File: config.mk
export PLATFORM = sky130hd
export DESIGN_NAME = gmii_tx_mac_flat
export DESIGN_NICKNAME = d
export VERILOG_FILES = /design/src/rtl/gmii_tx_mac_if.sv /design/src/rtl/gmii_tx_mac.sv /design/src/flat_wrapper.sv
export SDC_FILE = /design/constraint.sdc
export NUM_CORES = 1
export LEC_CHECK = 0
export ABC_AREA = 1
export BUFFER_PORTS_ARGS = -buffer_cell sky130_fd_sc_hd__clkbuf_2
export CORE_MARGIN = 3
export CORE_UTILIZATION = 55
export CTS_CLUSTER_SIZE = 8
export DETAILED_ROUTE_END_ITERATION = 12
export GPL_ROUTABILITY_DRIVEN = 0
export PLACE_DENSITY = 0.72
export SYNTH_ARGS = -nofsm -noshare
export SYNTH_HDL_FRONTEND = slang
export SYNTH_SLANG_ARGS = --single-unit
File: constraint.sdc
create_clock -name gmii_tx_clk -period 2.4 [get_ports gmii_tx_clk]
set_input_delay 0.48 -clock gmii_tx_clk [delete_from_list [all_inputs] [get_ports gmii_tx_clk]]
set_output_delay 0.48 -clock gmii_tx_clk [all_outputs]
set_load 0.005 [all_outputs]
File: src/rtl/gmii_tx_mac_if.sv
`default_nettype none
// ============================================================================
//  Module   : gmii_tx_mac_if
//  Brief    : Byte-stream handshake bundle feeding the GMII transmit framer.
//  Revision : 1.0 - initial release
// ============================================================================
interface gmii_tx_mac_if;
    logic [7:0] s_data;
    logic       s_valid;
    logic       s_last;
    logic       s_err;
    logic       s_ready;

    modport master (
        output s_data,
        output s_valid,
        output s_last,
        output s_err,
        input  s_ready
    );

    modport slave (
        input  s_data,
        input  s_valid,
        input  s_last,
        input  s_err,
        output s_ready
    );
endinterface
`default_nettype wire

File: src/rtl/gmii_tx_mac.sv
`default_nettype none
// ============================================================================
//  Module   : gmii_tx_mac
//  Brief    : Gigabit MAC TX framer: preamble/SFD, zero pad, CRC-32 FCS, IFG.
//  Revision : 1.0 - initial release
// ============================================================================
module gmii_tx_mac #(
    parameter int MIN_FRAME    = 60,
    parameter int IFG_BYTES    = 12,
    parameter int PREAMBLE_LEN = 7
) (
    input  wire logic       gmii_tx_clk,
    input  wire logic       reset_n,
    gmii_tx_mac_if.slave    s_bus,
    output logic [7:0]      gmii_txd,
    output logic            gmii_tx_en,
    output logic            gmii_tx_er,
    output logic            busy,
    output logic            frame_done,
    output logic            underrun
);

    localparam logic [2:0] c_ST_IDLE  = 3'd0;
    localparam logic [2:0] c_ST_PRE   = 3'd1;
    localparam logic [2:0] c_ST_SFD   = 3'd2;
    localparam logic [2:0] c_ST_DATA  = 3'd3;
    localparam logic [2:0] c_ST_PAD   = 3'd4;
    localparam logic [2:0] c_ST_FCS   = 3'd5;
    localparam logic [2:0] c_ST_DRAIN = 3'd6;
    localparam logic [2:0] c_ST_IFG   = 3'd7;

    localparam logic [15:0] c_MIN_FRAME = 16'(MIN_FRAME);
    localparam logic [15:0] c_IFG_LAST  = 16'(IFG_BYTES - 1);
    localparam logic [15:0] c_PRE_LAST  = 16'(PREAMBLE_LEN - 1);

    logic [2:0]  r_state;
    logic [15:0] r_byte_cnt;
    logic [15:0] r_aux_cnt;     // preamble index, FCS byte index or gap count
    logic [31:0] r_crc;

    logic [15:0] w_cnt_inc;
    logic [31:0] w_crc_data;
    logic [31:0] w_crc_zero;
    logic [31:0] w_fcs;

    // Reflected CRC-32, one byte per call, LSB first.
    function automatic logic [31:0] crc_byte(input logic [31:0] c_in, input logic [7:0] d);
        logic [31:0] c;
        c = c_in ^ {24'd0, d};
        for (int k = 0; k < 8; k++) begin
            c = c[0] ? ((c >> 1) ^ 32'hEDB8_8320) : (c >> 1);
        end
        return c;
    endfunction

    assign w_cnt_inc  = (r_byte_cnt == 16'hFFFF) ? r_byte_cnt : r_byte_cnt + 16'd1;
    assign w_crc_data = crc_byte(r_crc, s_bus.s_data);
    assign w_crc_zero = crc_byte(r_crc, 8'h00);
    assign w_fcs      = ~r_crc;

    assign s_bus.s_ready = (r_state == c_ST_DATA) || (r_state == c_ST_DRAIN);
    assign busy          = (r_state != c_ST_IDLE);

    // The byte chosen in a state lands on the wire one cycle later; IDLE
    // already selects the first preamble byte so back-to-back gaps stay exact.
    always_ff @(posedge gmii_tx_clk or negedge reset_n) begin
        if (!reset_n) begin
            r_state    <= c_ST_IDLE;
            r_byte_cnt <= 16'd0;
            r_aux_cnt  <= 16'd0;
            r_crc      <= 32'hFFFF_FFFF;
            gmii_txd   <= 8'h00;
            gmii_tx_en <= 1'b0;
            gmii_tx_er <= 1'b0;
            frame_done <= 1'b0;
            underrun   <= 1'b0;
        end else begin
            gmii_txd   <= 8'h00;
            gmii_tx_en <= 1'b0;
            gmii_tx_er <= 1'b0;
            frame_done <= 1'b0;
            underrun   <= 1'b0;

            case (r_state)
                c_ST_IDLE: begin
                    if (s_bus.s_valid) begin
                        gmii_txd   <= 8'h55;
                        gmii_tx_en <= 1'b1;
                        r_aux_cnt  <= 16'd1;
                        r_state    <= (PREAMBLE_LEN > 1) ? c_ST_PRE : c_ST_SFD;
                    end
                end

                c_ST_PRE: begin
                    gmii_txd   <= 8'h55;
                    gmii_tx_en <= 1'b1;
                    r_aux_cnt  <= r_aux_cnt + 16'd1;
                    if (r_aux_cnt >= c_PRE_LAST) begin
                        r_state <= c_ST_SFD;
                    end
                end

                c_ST_SFD: begin
                    gmii_txd   <= 8'hD5;
                    gmii_tx_en <= 1'b1;
                    r_crc      <= 32'hFFFF_FFFF;
                    r_byte_cnt <= 16'd0;
                    r_state    <= c_ST_DATA;
                end

                c_ST_DATA: begin
                    gmii_tx_en <= 1'b1;
                    if (s_bus.s_valid) begin
                        gmii_txd   <= s_bus.s_data;
                        gmii_tx_er <= s_bus.s_err;
                        r_crc      <= w_crc_data;
                        r_byte_cnt <= w_cnt_inc;
                        if (s_bus.s_last) begin
                            r_aux_cnt <= 16'd0;
                            r_state   <= (w_cnt_inc < c_MIN_FRAME) ? c_ST_PAD : c_ST_FCS;
                        end
                    end else begin
                        gmii_tx_er <= 1'b1;
                        underrun   <= 1'b1;
                        r_state    <= c_ST_DRAIN;
                    end
                end

                c_ST_PAD: begin
                    gmii_tx_en <= 1'b1;
                    r_crc      <= w_crc_zero;
                    r_byte_cnt <= w_cnt_inc;
                    if (w_cnt_inc >= c_MIN_FRAME) begin
                        r_aux_cnt <= 16'd0;
                        r_state   <= c_ST_FCS;
                    end
                end

                c_ST_FCS: begin
                    gmii_txd   <= w_fcs[{r_aux_cnt[1:0], 3'b000} +: 8];
                    gmii_tx_en <= 1'b1;
                    r_aux_cnt  <= r_aux_cnt + 16'd1;
                    if (r_aux_cnt[1:0] == 2'd3) begin
                        frame_done <= 1'b1;
                        r_aux_cnt  <= 16'd0;
                        r_state    <= c_ST_IFG;
                    end
                end

                c_ST_DRAIN: begin
                    if (s_bus.s_valid && s_bus.s_last) begin
                        r_aux_cnt <= 16'd0;
                        r_state   <= c_ST_IFG;
                    end
                end

                c_ST_IFG: begin
                    r_aux_cnt <= r_aux_cnt + 16'd1;
                    if (r_aux_cnt >= c_IFG_LAST) begin
                        r_state <= c_ST_IDLE;
                    end
                end

                default: r_state <= c_ST_IDLE;
            endcase
        end
    end

endmodule
`default_nettype wire

File: src/flat_wrapper.sv
// flat-port wrapper written by rule: the top's interface ports become plain ports
module gmii_tx_mac_flat 
#(
    parameter int MIN_FRAME    = 60,
    parameter int IFG_BYTES    = 12,
    parameter int PREAMBLE_LEN = 7
)
  (gmii_tx_clk, reset_n, gmii_txd, gmii_tx_en, gmii_tx_er, busy, frame_done, underrun, s_bus_s_data, s_bus_s_valid, s_bus_s_last, s_bus_s_err, s_bus_s_ready);
  gmii_tx_mac_if s_bus_i ();
  input  wire logic gmii_tx_clk;
  input  wire logic reset_n;
  output logic [7:0] gmii_txd;
  output logic gmii_tx_en;
  output logic gmii_tx_er;
  output logic busy;
  output logic frame_done;
  output logic underrun;
  input wire logic [$bits(s_bus_i.s_data)-1:0] s_bus_s_data;
  input wire logic [$bits(s_bus_i.s_valid)-1:0] s_bus_s_valid;
  input wire logic [$bits(s_bus_i.s_last)-1:0] s_bus_s_last;
  input wire logic [$bits(s_bus_i.s_err)-1:0] s_bus_s_err;
  output wire logic [$bits(s_bus_i.s_ready)-1:0] s_bus_s_ready;
  assign s_bus_i.s_data = s_bus_s_data;
  assign s_bus_i.s_valid = s_bus_s_valid;
  assign s_bus_i.s_last = s_bus_s_last;
  assign s_bus_i.s_err = s_bus_s_err;
  assign s_bus_s_ready = s_bus_i.s_ready;
  gmii_tx_mac #(.MIN_FRAME(MIN_FRAME), .IFG_BYTES(IFG_BYTES), .PREAMBLE_LEN(PREAMBLE_LEN)) u_core (.gmii_tx_clk(gmii_tx_clk), .reset_n(reset_n), .s_bus(s_bus_i), .gmii_txd(gmii_txd), .gmii_tx_en(gmii_tx_en), .gmii_tx_er(gmii_tx_er), .busy(busy), .frame_done(frame_done), .underrun(underrun));
endmodule
Yosys cells after proc, flatten, opt, wreduce, memory -nomap -nowiden
Index checks and enable logic that the tools add are counted.

word-level totals
  flip-flop bits (word level) = 79
  input port bits = 13
  output and inout port bits = 14
  logic and storage cells = 112

operators by class
  $add $sub $neg = 2
  magnitude comparators = 4
  equal/unequal tests = 18
  shift-type cells = 1
  multiplexer cells = 49
  bitwise logic cells = 18
  reductions and logical operators = 11

operator list
  cell                                                                 count
  2-to-1 mux 32 bit                                                    17
  inverter 13 -> 14 bit                                                16
  2-to-1 mux 16 bit                                                    8
  one-hot mux 16 bit (6 select lines)                                  1
  one-hot mux 32 bit (3 select lines)                                  1
  one-hot mux 16 bit (3 select lines)                                  1
  one-hot mux 8 bit (5 select lines)                                   1
  adder 16 x 1 -> 16 bit (second input constant)                       2
  inverter 32 bit                                                      1
  variable part select 32 x 6 -> 8 bit                                 1
  bitwise XOR 32 x 8 -> 32 bit                                         1
  2-to-1 mux 3 bit                                                     8
  one-hot mux 3 bit (8 select lines)                                   1
  == test 16 bit (second input constant)                               1
  greater-or-equal comparator 16 x 3 -> 1 bit (second input constant)  1
  greater-or-equal comparator 16 x 4 -> 1 bit (second input constant)  1
  greater-or-equal comparator 16 x 6 -> 1 bit (second input constant)  1
  less-than comparator 16 x 6 -> 1 bit (second input constant)         1
  == test 3 bit (second input constant)                                4
  2-to-1 mux 1 bit                                                     8
  2-to-1 mux 8 bit                                                     1
  != test 2 x 1 -> 1 bit (second input constant)                       4
  != test 2 bit (second input constant)                                4
  2-to-1 mux 7 bit                                                     1
  other kinds (15)                                                     17

Depth between registers and ports, before layout
Gate-level depths: netlist of run 1.

  word-level depth = 19
  depth in mapped cells = 14
  mapped depth without buffers = 13

Worst setup path after synthesis of run 1
OpenSTA, ideal clock, no wires.

  kind = flip-flop to flip-flop
  start point = register u_core.r_byte_cnt[1]
  end point = register u_core.r_aux_cnt[10]
  setup time = 0.119 ns
  arrival time = 1.855 ns
  data required time = 2.281 ns
  slack = 0.426 ns
  cell stages (with the launch flop) = 15
  buffers on the path = 2
  clock period less this slack = 1.974 ns
  cells stage by stage = dfrtp_1 ha_1 inv_2 nor2_4 nand2_4 nor2_4 buf_8 nor2_4 nand2_4 nor2_4 nand4_4 nand3_4 buf_12 nand2_2 nand2_2

between the ends
  word-level cells in the longest chain between the ends = 5
  elaborated cells between the ends (all ways) = 6
  those cells by class = add/sub: 1; order compare: 1; eq/ne: 2; mux: 1; reduce/logical: 1

RTL lines
  what                                                      RTL line            source
  start, declared                                           gmii_tx_mac.sv:37   logic [15:0] r_byte_cnt;
  start signal, assigned                                    gmii_tx_mac.sv:117  r_byte_cnt <= w_cnt_inc;
  start signal, assigned                                    gmii_tx_mac.sv:132  r_byte_cnt <= w_cnt_inc;
  adder 16 x 1 -> 16 bit or == test 16 bit (tied branches)  gmii_tx_mac.sv:56   assign w_cnt_inc = (r_byte_cnt == 16'hFFFF) ? r_byte_cnt : r_byte_cnt + 16'd1;
  2-to-1 mux 16 bit (*)                                     gmii_tx_mac.sv:56
  greater-or-equal comparator 16 x 6 -> 1 bit (*)           gmii_tx_mac.sv:133  if (w_cnt_inc >= c_MIN_FRAME) begin
  != test 2 x 1 -> 1 bit (no line) (*)                      n/a
  AND reduction 6 bit (no line) (*)                         n/a
  end signal, assigned                                      gmii_tx_mac.sv:97   r_aux_cnt <= r_aux_cnt + 16'd1;
  end signal, assigned                                      gmii_tx_mac.sv:142  r_aux_cnt <= r_aux_cnt + 16'd1;
  end signal, assigned                                      gmii_tx_mac.sv:158  r_aux_cnt <= r_aux_cnt + 16'd1;
  end, declared                                             gmii_tx_mac.sv:38   logic [15:0] r_aux_cnt;

Every way passes the cells marked *; elsewhere a longest branch is shown, timed or not.
A chain may end at the register's enable or synchronous reset.

Worst setup path after layout of run 1
  start point = register u_core.r_crc[3]
  end point = register u_core.r_crc[20]

between the ends
  word-level cells in the longest chain between the ends = 14
  elaborated cells between the ends (all ways) = 25
  those cells by class = mux: 18; bitwise: 7

RTL lines
  what                                     RTL line            source
  start, declared                          gmii_tx_mac.sv:39   logic [31:0] r_crc;
  start signal, assigned                   gmii_tx_mac.sv:116  r_crc <= w_crc_data;
  start signal, assigned                   gmii_tx_mac.sv:131  r_crc <= w_crc_zero;
  bitwise XOR 32 x 8 -> 32 bit             gmii_tx_mac.sv:49   c = c_in ^ {24'd0, d};
  2-to-1 mux 32 bit (4 in a row)           gmii_tx_mac.sv:51   c = c[0] ? ((c >> 1) ^ 32'hEDB8_8320) : (c >> 1);
  inverter 13 -> 14 bit (no line)          n/a
  2-to-1 mux 32 bit (2 in a row)           gmii_tx_mac.sv:51
  inverter 13 -> 14 bit (no line)          n/a
  2-to-1 mux 32 bit                        gmii_tx_mac.sv:51
  inverter 13 -> 14 bit (no line)          n/a
  2-to-1 mux 32 bit                        gmii_tx_mac.sv:51
  2-to-1 mux 32 bit                        gmii_tx_mac.sv:113  if (s_bus.s_valid) begin
  one-hot mux 32 bit (3 select lines) (*)  gmii_tx_mac.sv:84   case (r_state)

Every way passes the cells marked *; elsewhere a longest branch is shown, timed or not. The select of a mux whose other input is x is not followed.

==> impl_metrics.yaml, run 1 <==
timing:
  final.period_utilization_pct: 89.71
  drv_slew: 0
  rsz0062_at_grt: "false"
  slew_headroom_pct: 59.41
  worst_clock_skew_ns: 0.01067
  fin_crit_ns: 2.153
  whs_ns: 0.05363
  worst_pin_slew_ns: 0.6089
  report.final.hold_viol_count: 0
  setup_viol: 0
  tns_ns: 0
  setup_slack_ns: 0.2468
  fmaxAchievable_ghz: 0.4644
worst_setup_path:
  crit_path_frequent_cell: "xor2_1"
  max_stage_delay_ns: 0.72
  cp.required_ns: 2.68
  worstPathCellList: "xnor2_2 -> xor2_1 -> buf_4 -> xor2_1 -> inv_1 -> nand2_1 -> nand3_1 -> a21oi_1"
  cp-end-kind: "flop"
  path_max_fanout: 8
  r2r-start: "u_core.r_crc[3]"
  rr_worst_depth: 8
  worstPathArrival_ns: 2.43
  crit_slowest_cell: "dfstp_2"
  criticalPathCategory: "reg2reg"
  start_kind: "flop"
  critPathBufInv: 2
  reg2reg_to: "u_core.r_crc[20]"
  crit_family: "XOR/XNOR gates"
  reg2reg_slack_ns: 0.25
synthesis:
  ys_seq_area_share_pct: 31.16
  synth_warnings: 0
  yosysUniqueCellTypes: 53
  syn_area_um2: 6474
  avgSynthCellArea_um2: 7.331
  synth_edf_count: 0
  async_flop_share_pct: 100.0
  synthFlopType: "dfrtp_1"
  synthCells: 883
  synthesis.nets: 900
  ys_ff_latch: 79
floorplanning:
  row_count: 38
  dieArea_um2: 13110
  initial_core_util_pct: 57.94
  die_y_um: 114.5
  core-area_um2: 11170
  die_w_um: 114.5
  io_pins: 27
placement:
  hpwl_mm: 12.98
  dp_slack_ns: 0.09353
  io_buffers: 26
global_routing:
  grt_overflow_total: 0
  antenna_found_initial: 0
  grt_pass1_wl_mm: 30.25
  grt_max_degree: 33
  grt_pass1_vias: 6074
  grt_usage_pct: 29.04
clock_network:
  clk_latency_ns: 0.35
  cts.repair.resized: 0
  postCtsSetupBuffers: 0
  postCtsHoldBufs: 0
  cts.sinks: 79
  ctsLongestPathBuffers: 2
  numCtsBuffers: 9
  cts_tree: "yes"
  clkTransAtPathRegs_ns: 0.06
  htree_levels: 3
  cts-root-buf: "clkbuf_16"
run_status:
  outcome: "completed"
detailed_routing:
  drt-initial-drc-count: 681
  drtAntennaViolNets: 0
  via_count: 6193
  finalWirelength_mm: 18.32
  drt-wirelength-per-cell_um: 17.22
  detail_route.first_pass.iterations: 5
  vias_per_cell: 5.820
  route.detailed.drc: 0
power_and_ir_drop:
  ir_worst_vdd_mv: 0.6995
  switchingPower_mw: 4.401
  sw_frac_of_total_pct: 49.98
  p_total_mw: 8.804
  p_int_mw: 4.404
  p_per_area_nw_per_um2: 1233
  clkPwrFrac_pct: 15.1
  p_seq_share_pct: 24.6
  pwr-share-comb_pct: 60.4
  power_leakage_nw: 3.337
finish:
  layout.nets: 936
  drive_above_1_share_pct: 20.78
  syn2layout_area_growth_pct: 10.34
  antennaDiodeCount: 0
flow_run:
  drv_cap: 0
min_path:
  hp-class: "in2async"
==> sequential cells by signal (all words and copies together), names as in the netlist <==
register,cells
u_core.frame_done,1
u_core.gmii_tx_en,1
u_core.gmii_tx_er,1
u_core.gmii_txd,8
u_core.r_aux_cnt,16
u_core.r_byte_cnt,16
u_core.r_crc,32
u_core.r_state,3
u_core.underrun,1
==> how the worst max path moves through the flow <==
stage / from / end / cells after the start
after floorplan: u_core.r_byte_cnt[1] / u_core.r_aux_cnt[10] / 14
after global placement: u_core.r_byte_cnt[1] / u_core.r_aux_cnt[4] / 13
after detailed placement: u_core.r_byte_cnt[1] / u_core.r_aux_cnt[2] / 12
after CTS: u_core.r_byte_cnt[1] / u_core.r_aux_cnt[2] / 12
after global routing: u_core.r_crc[1] / u_core.r_crc[26] / 10
final: u_core.r_crc[3] / u_core.r_crc[20] / 8
==> power groups by stage <==
stage | sequential [mW] | combinational [mW] | clock (mW)
finish | 2.16 | 5.31 | 1.33
global route | 2.21 | 5.85 | 1.39
CTS | 2.15 | 5.17 | 1.34
detailed placement | 2.16 | 5.14 | 0
global placement | 2.15 | 5.03 | 0
floorplan | 2.01 | 3.87 | 0
==> worst register-to-register path, delay by kind of cell, from the launching register on <==
| kind | cells | cell delay, ns |
|---|---|---|
| XOR/XNOR | 3 | 0.82 |
| AND/OR/NAND/NOR | 2 | 0.13 |
| AO/OA/AOI/OAI | 1 | 0.15 |
| flip-flops | 1 | 0.72 |
| buffers and inverters | 2 | 0.27 |
==> final cells by class <==
type / instances / area [µm²]
Clock inverter: 5 / 33.78
Inverter: 105 / 396.6
Sequential cell: 79 / 2017
Clock buffer: 11 / 242.7
Timing Repair Buffer: 55 / 362.8
Tap cell: 140 / 175.2
Fill cell: 980 / 4030
Multi-Input combinational cell: 669 / 3915
==> routing by layer <==
metal  global-route usage [%]  share of wire, %  vias up
li1                         -                 -     2962
met1                    38.26                43     2929
met2                    46.95                47      246
met3                    5.127               6.6       56
met4                    12.27               3.5        0
met5                        0                 0        -
==> synthesized netlist by cell type, drive strengths merged (2+ instances only) <==
| master | count | area, µm² |
|---|---|---|
| a31oi | 9 | 56.30 |
| clkinv | 3 | 11.26 |
| o21ai | 80 | 404.1 |
| a21oi | 57 | 289.0 |
| nand3 | 56 | 312.8 |
| inv | 102 | 385.4 |
| a22o | 2 | 17.52 |
| dfstp | 32 | 840.8 |
| xnor2 | 26 | 287.8 |
| or2 | 13 | 81.33 |
| clkbuf | 14 | 53.80 |
| o22ai | 14 | 87.58 |
| o211ai | 3 | 22.52 |
| a32oi | 14 | 122.6 |
| nor2 | 66 | 361.6 |
| nand2 | 227 | 954.7 |
| nand4 | 10 | 77.57 |
| a22oi | 2 | 15.01 |
| xor2 | 71 | 644.4 |
| nor3 | 2 | 10.01 |
| dfrtp | 47 | 1176 |
| ha | 4 | 50.05 |
| buf | 17 | 121.4 |
| o21bai | 2 | 15.01 |
| nor4 | 4 | 25.02 |
==> through the flow <==
step | cell area (µm²) | cells | utilization, %
6_report | 7143 | 1064 | 63.93
5_1_grt | 7143 | 1064 | 63.93
4_1_cts | 7113 | 1063 | 63.66
3_5_place_dp | 6837 | 1047 | 61.19
3_3_place_gp | 6837 | 1047 | 61.19
2_1_floorplan | 6474 | 883 | -
==> cell families after synthesis <==
kind of cell	synth area share, %
AOI/OAI and AO/OA	16.45
xor gates and xnor gates	14.40
adders and majority gates	0.7731
buffers and inverters	8.833
DFF	31.16
and+or+nand+nor	28.39
==> cells in the final DEF, fill, tap and decap left out, drive strengths merged, types with 26 or more instances in the layout <==
cell type / instances
xor2: 71
a21oi: 57
xnor2: 26
nor2: 66
dfstp: 32
inv: 102
clkbuf: 36
nand3: 57
nand2: 227
dfrtp: 47
o21ai: 80
buf: 30
Note: power is estimated with default switching activity, not from simulation.
==> run 2: changes to the inputs <==
CAP_MARGIN = 20   (was unset)
PLACE_DENSITY = 0.78   (was 0.72)
==> run 2 against run 1 <==
  * Power fell by 2.3%
  * Non-clock buffer count down 4
  * Worst hold slack better by 0.030 ns
  * Critical path type unchanged
  * Worst setup slack worse by 0.036 ns
  * Sequential share of layout area increased by 0.19 points
  * Clock skew down 0.0039 ns
  * Critical endpoint is now u_core.r_crc[19]
  * Clock power barely moved
  * Routed wire length down 6.1%
  * Final area down 0.61%
  * Global-route usage down 1.5 points
==> impl_metrics.yaml, run 2 (synthesized netlist as in run 1, its figures left out) <==
min_path:
  hp-class: "in2async"
worst_setup_path:
  start_kind: "flop"
  cp.required_ns: 2.68
  reg2reg_to: "u_core.r_crc[19]"
  path_max_fanout: 8
  crit_slowest_cell: "dfstp_2"
  r2r-start: "u_core.r_crc[6]"
  reg2reg_slack_ns: 0.21
  max_stage_delay_ns: 0.67
  worstPathCellList: "inv_2 -> nand2_1 -> nand2_2 -> xor2_2 -> xor2_1 -> inv_1 -> nand2_1 -> nand3_1 -> nand2_1 -> inv_1 -> a21oi_1"
  crit_path_frequent_cell: "nand2_1"
  worstPathArrival_ns: 2.47
  cp-end-kind: "flop"
  rr_worst_depth: 11
  criticalPathCategory: "reg2reg"
global_routing:
  grt_pass1_vias: 5713
  grt_max_degree: 48
  grt_usage_pct: 27.53
  grt_overflow_total: 0
  antenna_found_initial: 0
  grt_pass1_wl_mm: 28.64
timing:
  setup_viol: 0
  fin_crit_ns: 2.190
  rsz0062_at_grt: "false"
  drv_slew: 0
  fmaxAchievable_ghz: 0.4567
  report.final.hold_viol_count: 0
  slew_headroom_pct: 61.58
  tns_ns: 0
  worst_clock_skew_ns: 0.006794
  final.period_utilization_pct: 91.24
  worst_pin_slew_ns: 0.5744
power_and_ir_drop:
  ir_worst_vdd_mv: 0.6164
  p_per_area_nw_per_um2: 1211
  power_leakage_nw: 3.306
floorplanning:
  row_count: 38
  core-area_um2: 11170
  initial_core_util_pct: 57.94
  io_pins: 27
  die_y_um: 114.5
  die_w_um: 114.5
  dieArea_um2: 13110
detailed_routing:
  route.detailed.drc: 0
  detail_route.first_pass.iterations: 5
  drt-wirelength-per-cell_um: 16.25
  routed-wl-met3_mm: 1.317
  routed.top_layer: "met4"
  finalWirelength_mm: 17.21
  route.met2.wl_mm: 7.871
  drtAntennaViolNets: 0
  via_count: 6010
  wl_met1_mm: 7.521
  vias_per_cell: 5.675
  drt-initial-drc-count: 621
finish:
  regArea_um2: 2018
  syn2layout_area_growth_pct: 9.664
  top_register: "u_core.r_crc"
  final_common_cell: "nand2_1"
  fin_area_um2: 7099
  largest_reg_flops: 32
  reg_top3: "u_core.r_crc x32, u_core.r_aux_cnt x16, u_core.r_byte_cnt x16"
  drive_above_1_share_pct: 20.46
  layout.nets: 931
  multi_input_area_um2: 3887
  fill_cells: 973
  final_util_pct: 63.54
  final_cell_mix: "192 x nand2_1, 91 x inv_1, 77 x o21ai_0, 68 x xor2_1, 56 x a21oi_1"
  antennaDiodeCount: 0
placement:
  place_area_um2: 6819
  hpwl_mm: 12.42
  io_buffers: 26
clock_network:
  htree_levels: 3
  ctsLongestPathBuffers: 2
  cts-root-buf: "clkbuf_16"
  cts.sinks: 79
  clkTransAtPathRegs_ns: 0.06
  postCtsHoldBufs: 0
  clk_latency_ns: 0.35
  cts.repair.resized: 0
  numCtsBuffers: 9
  postCtsSetupBuffers: 0
  cts_tree: "yes"
flow_run:
  drv_cap: 0
run_status:
  outcome: "completed"
## run 2: cell types whose count changed in the layout (fill, tap and decap cells not counted), sizes merged
cell	previous run	this run
buf	30	26
nand3	57	56
## run 2: final cells by class
cell class	instances	area share, %
well taps	140	2.467
inverters	105	5.587
clock buffers	11	3.419
multi-input cells	668	54.76
flip-flops and latches	79	28.43
repair buffers	51	4.864
clock inverters	5	0.4759
## run 2: per-stage QoR
stage                     power, mW  worst slack, ns  instances  hold WS (ns)
after detailed placement      7.199           0.1853       1043        0.4649
after global placement        7.092           0.2706       1043        0.4623
after floorplan               5.885           0.4258        883        0.1844
after global routing          9.281          0.02610       1059        0.1070
final                         8.600           0.2104       1059       0.08385
after CTS                     8.538           0.1899       1059       0.09766
## run 2: layer usage
metal | vias to the layer above | global-route usage [%]
met5 | - | 0
met4 | 0 | 10.69
met2 | 244 | 43.34
met3 | 42 | 6.184
met1 | 2779 | 36.84
li1 | 2945 | -
## run 2: how the worst max path moves through the flow
stage               slack, ns  cells past startpoint                 start                    to
finish                   0.21                     11       u_core.r_crc[6]      u_core.r_crc[19]
CTS                      0.19                     13  u_core.r_byte_cnt[1]  u_core.r_aux_cnt[12]
detailed placement       0.19                     13  u_core.r_byte_cnt[1]  u_core.r_aux_cnt[12]
global route             0.03                     12  u_core.r_byte_cnt[1]   u_core.r_aux_cnt[0]
floorplan                0.43                     14  u_core.r_byte_cnt[1]  u_core.r_aux_cnt[10]
global placement         0.27                     13  u_core.r_byte_cnt[1]   u_core.r_aux_cnt[2]
## run 2: report_power, final
group / leakage (nW) / internal, mW / switching [mW]
clock network: 0.132 / 0.727 / 0.574
logic: 2.21 / 1.82 / 3.32
registers: 0.967 / 1.80 / 0.358
## run 2: critical path, delay by kind of cell, from the launching register on
kind                      cells  cell delay, ns
AOI/OAI and AO/OA             1            0.13
xor gates and xnor gates      2            0.68
buffers and inverters         3            0.21
DFF                           1            0.67
and+or+nand+nor               5            0.42
==> run 3: changes to the inputs <==
ABC_AREA = unset   (was 1)
==> run 3 against run 2 <==
  * Count of clock-buffer cells in the layout rose by 1
  * Power up 42%
  * Routed wire length increased by 3.1%
  * Largest cell class unchanged
  * Non-clock buffer count grew 56
  * Final area increased by 0.28%
  * Die area decreased by 4.4%
  * Utilization is 1.8 points higher
  * Worst setup slack got worse by 0.19 ns
  * Clock power down 18%
  * Largest power group unchanged
  * Synthesized area is 4.7% lower
==> impl_metrics.yaml, run 3 <==
timing:
  drv_slew: 0
  setup_slack_ns: 0.02227
  fin_crit_ns: 2.378
  report.final.hold_viol_count: 0
  rsz0062_at_grt: "true"
  final.period_utilization_pct: 99.07
  fmaxAchievable_ghz: 0.4206
  setup_viol: 0
  slew_headroom_pct: 65.36
  whs_ns: 0.06861
  worst_clock_skew_ns: 0.008988
  worst_pin_slew_ns: 0.5196
placement:
  dp_slack_ns: 0.007394
  hpwl_mm: 12.28
  io_buffers: 26
  dp_cells: 867
  place_area_um2: 6729
finish:
  top_register: "u_core.r_crc"
  largest_reg_flops: 32
  reg_top3: "u_core.r_crc x32, u_core.r_aux_cnt x16, u_core.r_byte_cnt x16"
  syn2layout_area_growth_pct: 15.37
  multi_input_area_um2: 3929
  antennaDiodeCount: 0
  fill_cells: 841
  final_cell_mix: "90 x nor2_1, 81 x buf_4, 71 x xnor2_1, 57 x a21oi_1"
  final_cells: 897
  layout.nets: 769
  final_common_cell: "nor2_1"
  regArea_um2: 2019
  drive_above_1_share_pct: 27.08
  fin_area_um2: 7119
worst_setup_path:
  criticalPathCategory: "reg2reg"
  cp.required_ns: 2.69
  crit_slowest_cell: "dfrtp_1"
  start_kind: "flop"
  worstPathArrival_ns: 2.67
  max_stage_delay_ns: 0.39
  critPathBufInv: 2
  crit_family: "simple AND/OR/NAND/NOR gates"
  worstPathCellList: "buf_4 -> and4_4 -> and2_1 -> o21ai_0 -> a31oi_2 -> nor4_4 -> nand4_1 -> buf_4 -> a31oi_1"
  crit_path_frequent_cell: "buf_4"
  path_max_fanout: 5
  cp-end-kind: "flop"
clock_network:
  ctsLongestPathBuffers: 2
  cts-root-buf: "clkbuf_8"
  clk_latency_ns: 0.38
  htree_levels: 3
  clkTransAtPathRegs_ns: 0.09
  cts_tree: "yes"
  cts.sinks: 79
  numCtsBuffers: 9
  postCtsHoldBufs: 0
global_routing:
  grt_pass1_vias: 5615
  grt_pass1_wl_mm: 28.46
  grt_overflow_total: 0
  grt_usage_pct: 28.33
  grt_max_degree: 44
  antenna_found_initial: 0
detailed_routing:
  detail_route.first_pass.iterations: 6
  drtAntennaViolNets: 0
  vias_per_cell: 6.332
  via_count: 5680
  drt-initial-drc-count: 674
  drt-wirelength-per-cell_um: 19.77
  route.detailed.drc: 0
  finalWirelength_mm: 17.74
synthesis:
  ys_ff_latch: 79
  synth.top_cells.by_count: "90 x nor2_1, 71 x xnor2_1, 58 x a21oi_1"
  avgSynthCellArea_um2: 9.062
  ys_seq_area_share_pct: 32.68
  yosysTopAreaCell: "dfrtp_1"
  syn_area_um2: 6171
  synth_edf_count: 0
  yosysMostFrequentCell: "nor2_1"
  yosys-top-cells-area: "dfrtp_1 19%, dfstp_2 14%, xnor2_1 10%, xor2_1 6.4%, nor2_1 5.5%"
  synthFlopType: "dfrtp_1"
  synthCells: 681
  yosysUniqueCellTypes: 73
  synth_top_area_share_pct: 19.06
  synth_warnings: 0
  synthesis.nets: 698
  async_flop_share_pct: 100.0
flow_run:
  drv_cap: 0
floorplanning:
  core-area_um2: 10890
  dieArea_um2: 12530
  die_y_um: 111.9
  initial_core_util_pct: 56.68
  die_w_um: 111.9
  row_count: 38
  io_pins: 27
min_path:
  hp-class: "in2async"
power_and_ir_drop:
  p_per_area_nw_per_um2: 1716
  ir_worst_vdd_mv: 1.334
  power_leakage_nw: 2.905
  p_total_mw: 12.22
run_status:
  outcome: "completed"
run 3: cell families after synthesis:
family	after synthesis	share of synthesized area, %
AOI/OAI and AO/OA	185	19.49
xor gates and xnor gates	130	21.98
adders and majority gates	4	0.8111
buffers and inverters	56	4.907
DFF	79	32.68
muxes	14	3.913
and+or+nand+nor	213	16.22
run 3: final timing paths:
kind                                 startpoint                     to  slack [ns]  depth (start not counted)
max                        u_core.r_byte_cnt[1]    u_core.r_aux_cnt[4]        0.02                          9
min                                     reset_n  u_core.r_byte_cnt[11]        0.07                          1
max reg2reg                u_core.r_byte_cnt[1]    u_core.r_aux_cnt[4]        0.02                          9
min reg2reg                    u_core.r_crc[18]       u_core.r_crc[18]        0.53                          2
max in group asynchronous               reset_n        u_core.r_crc[8]        1.65                          2
min in group gmii_tx_clk            s_bus_s_err      u_core.gmii_tx_er        0.31                          3
run 3: per-layer routing:
| layer | up-vias | track usage (%) | part of all wire (%) |
|---|---|---|---|
| met4 | 0 | 10.22 | 2.7 |
| met3 | 55 | 6.141 | 7.6 |
| met2 | 304 | 47.64 | 50 |
| li1 | 2563 | - | - |
| met5 | - | 0 | 0 |
| met1 | 2758 | 36.03 | 40 |
run 3: final cells by class:
type | instances | share of cell area [%]
clock inverters | 4 | 0.7557
inverters | 9 | 0.4745
well taps | 140 | 2.460
clock buffers | 12 | 2.179
flip-flops and latches | 79 | 28.37
repair buffers | 107 | 10.58
multi-input cells | 546 | 55.18
run 3: what timing repair did:
item / in CTS / in global routing
pin swaps: 2 / 11
endpoints found under the setup margin: 6 / 19
buffers inserted: 1 / 13
gates resized for setup: 1 / 16
run 3: report_power, final:
part / switching [mW] / internal [mW]
clock network: 0.528 / 0.540
registers: 0.594 / 1.98
logic: 4.68 / 3.89
run 3: per-stage QoR:
stage               utilization (%)  setup TNS, ns
finish                        65.39              0
global route                  65.39        -0.3920
CTS                           63.80              0
detailed placement            61.80              0
global placement              61.80              0
floorplan                         -              0
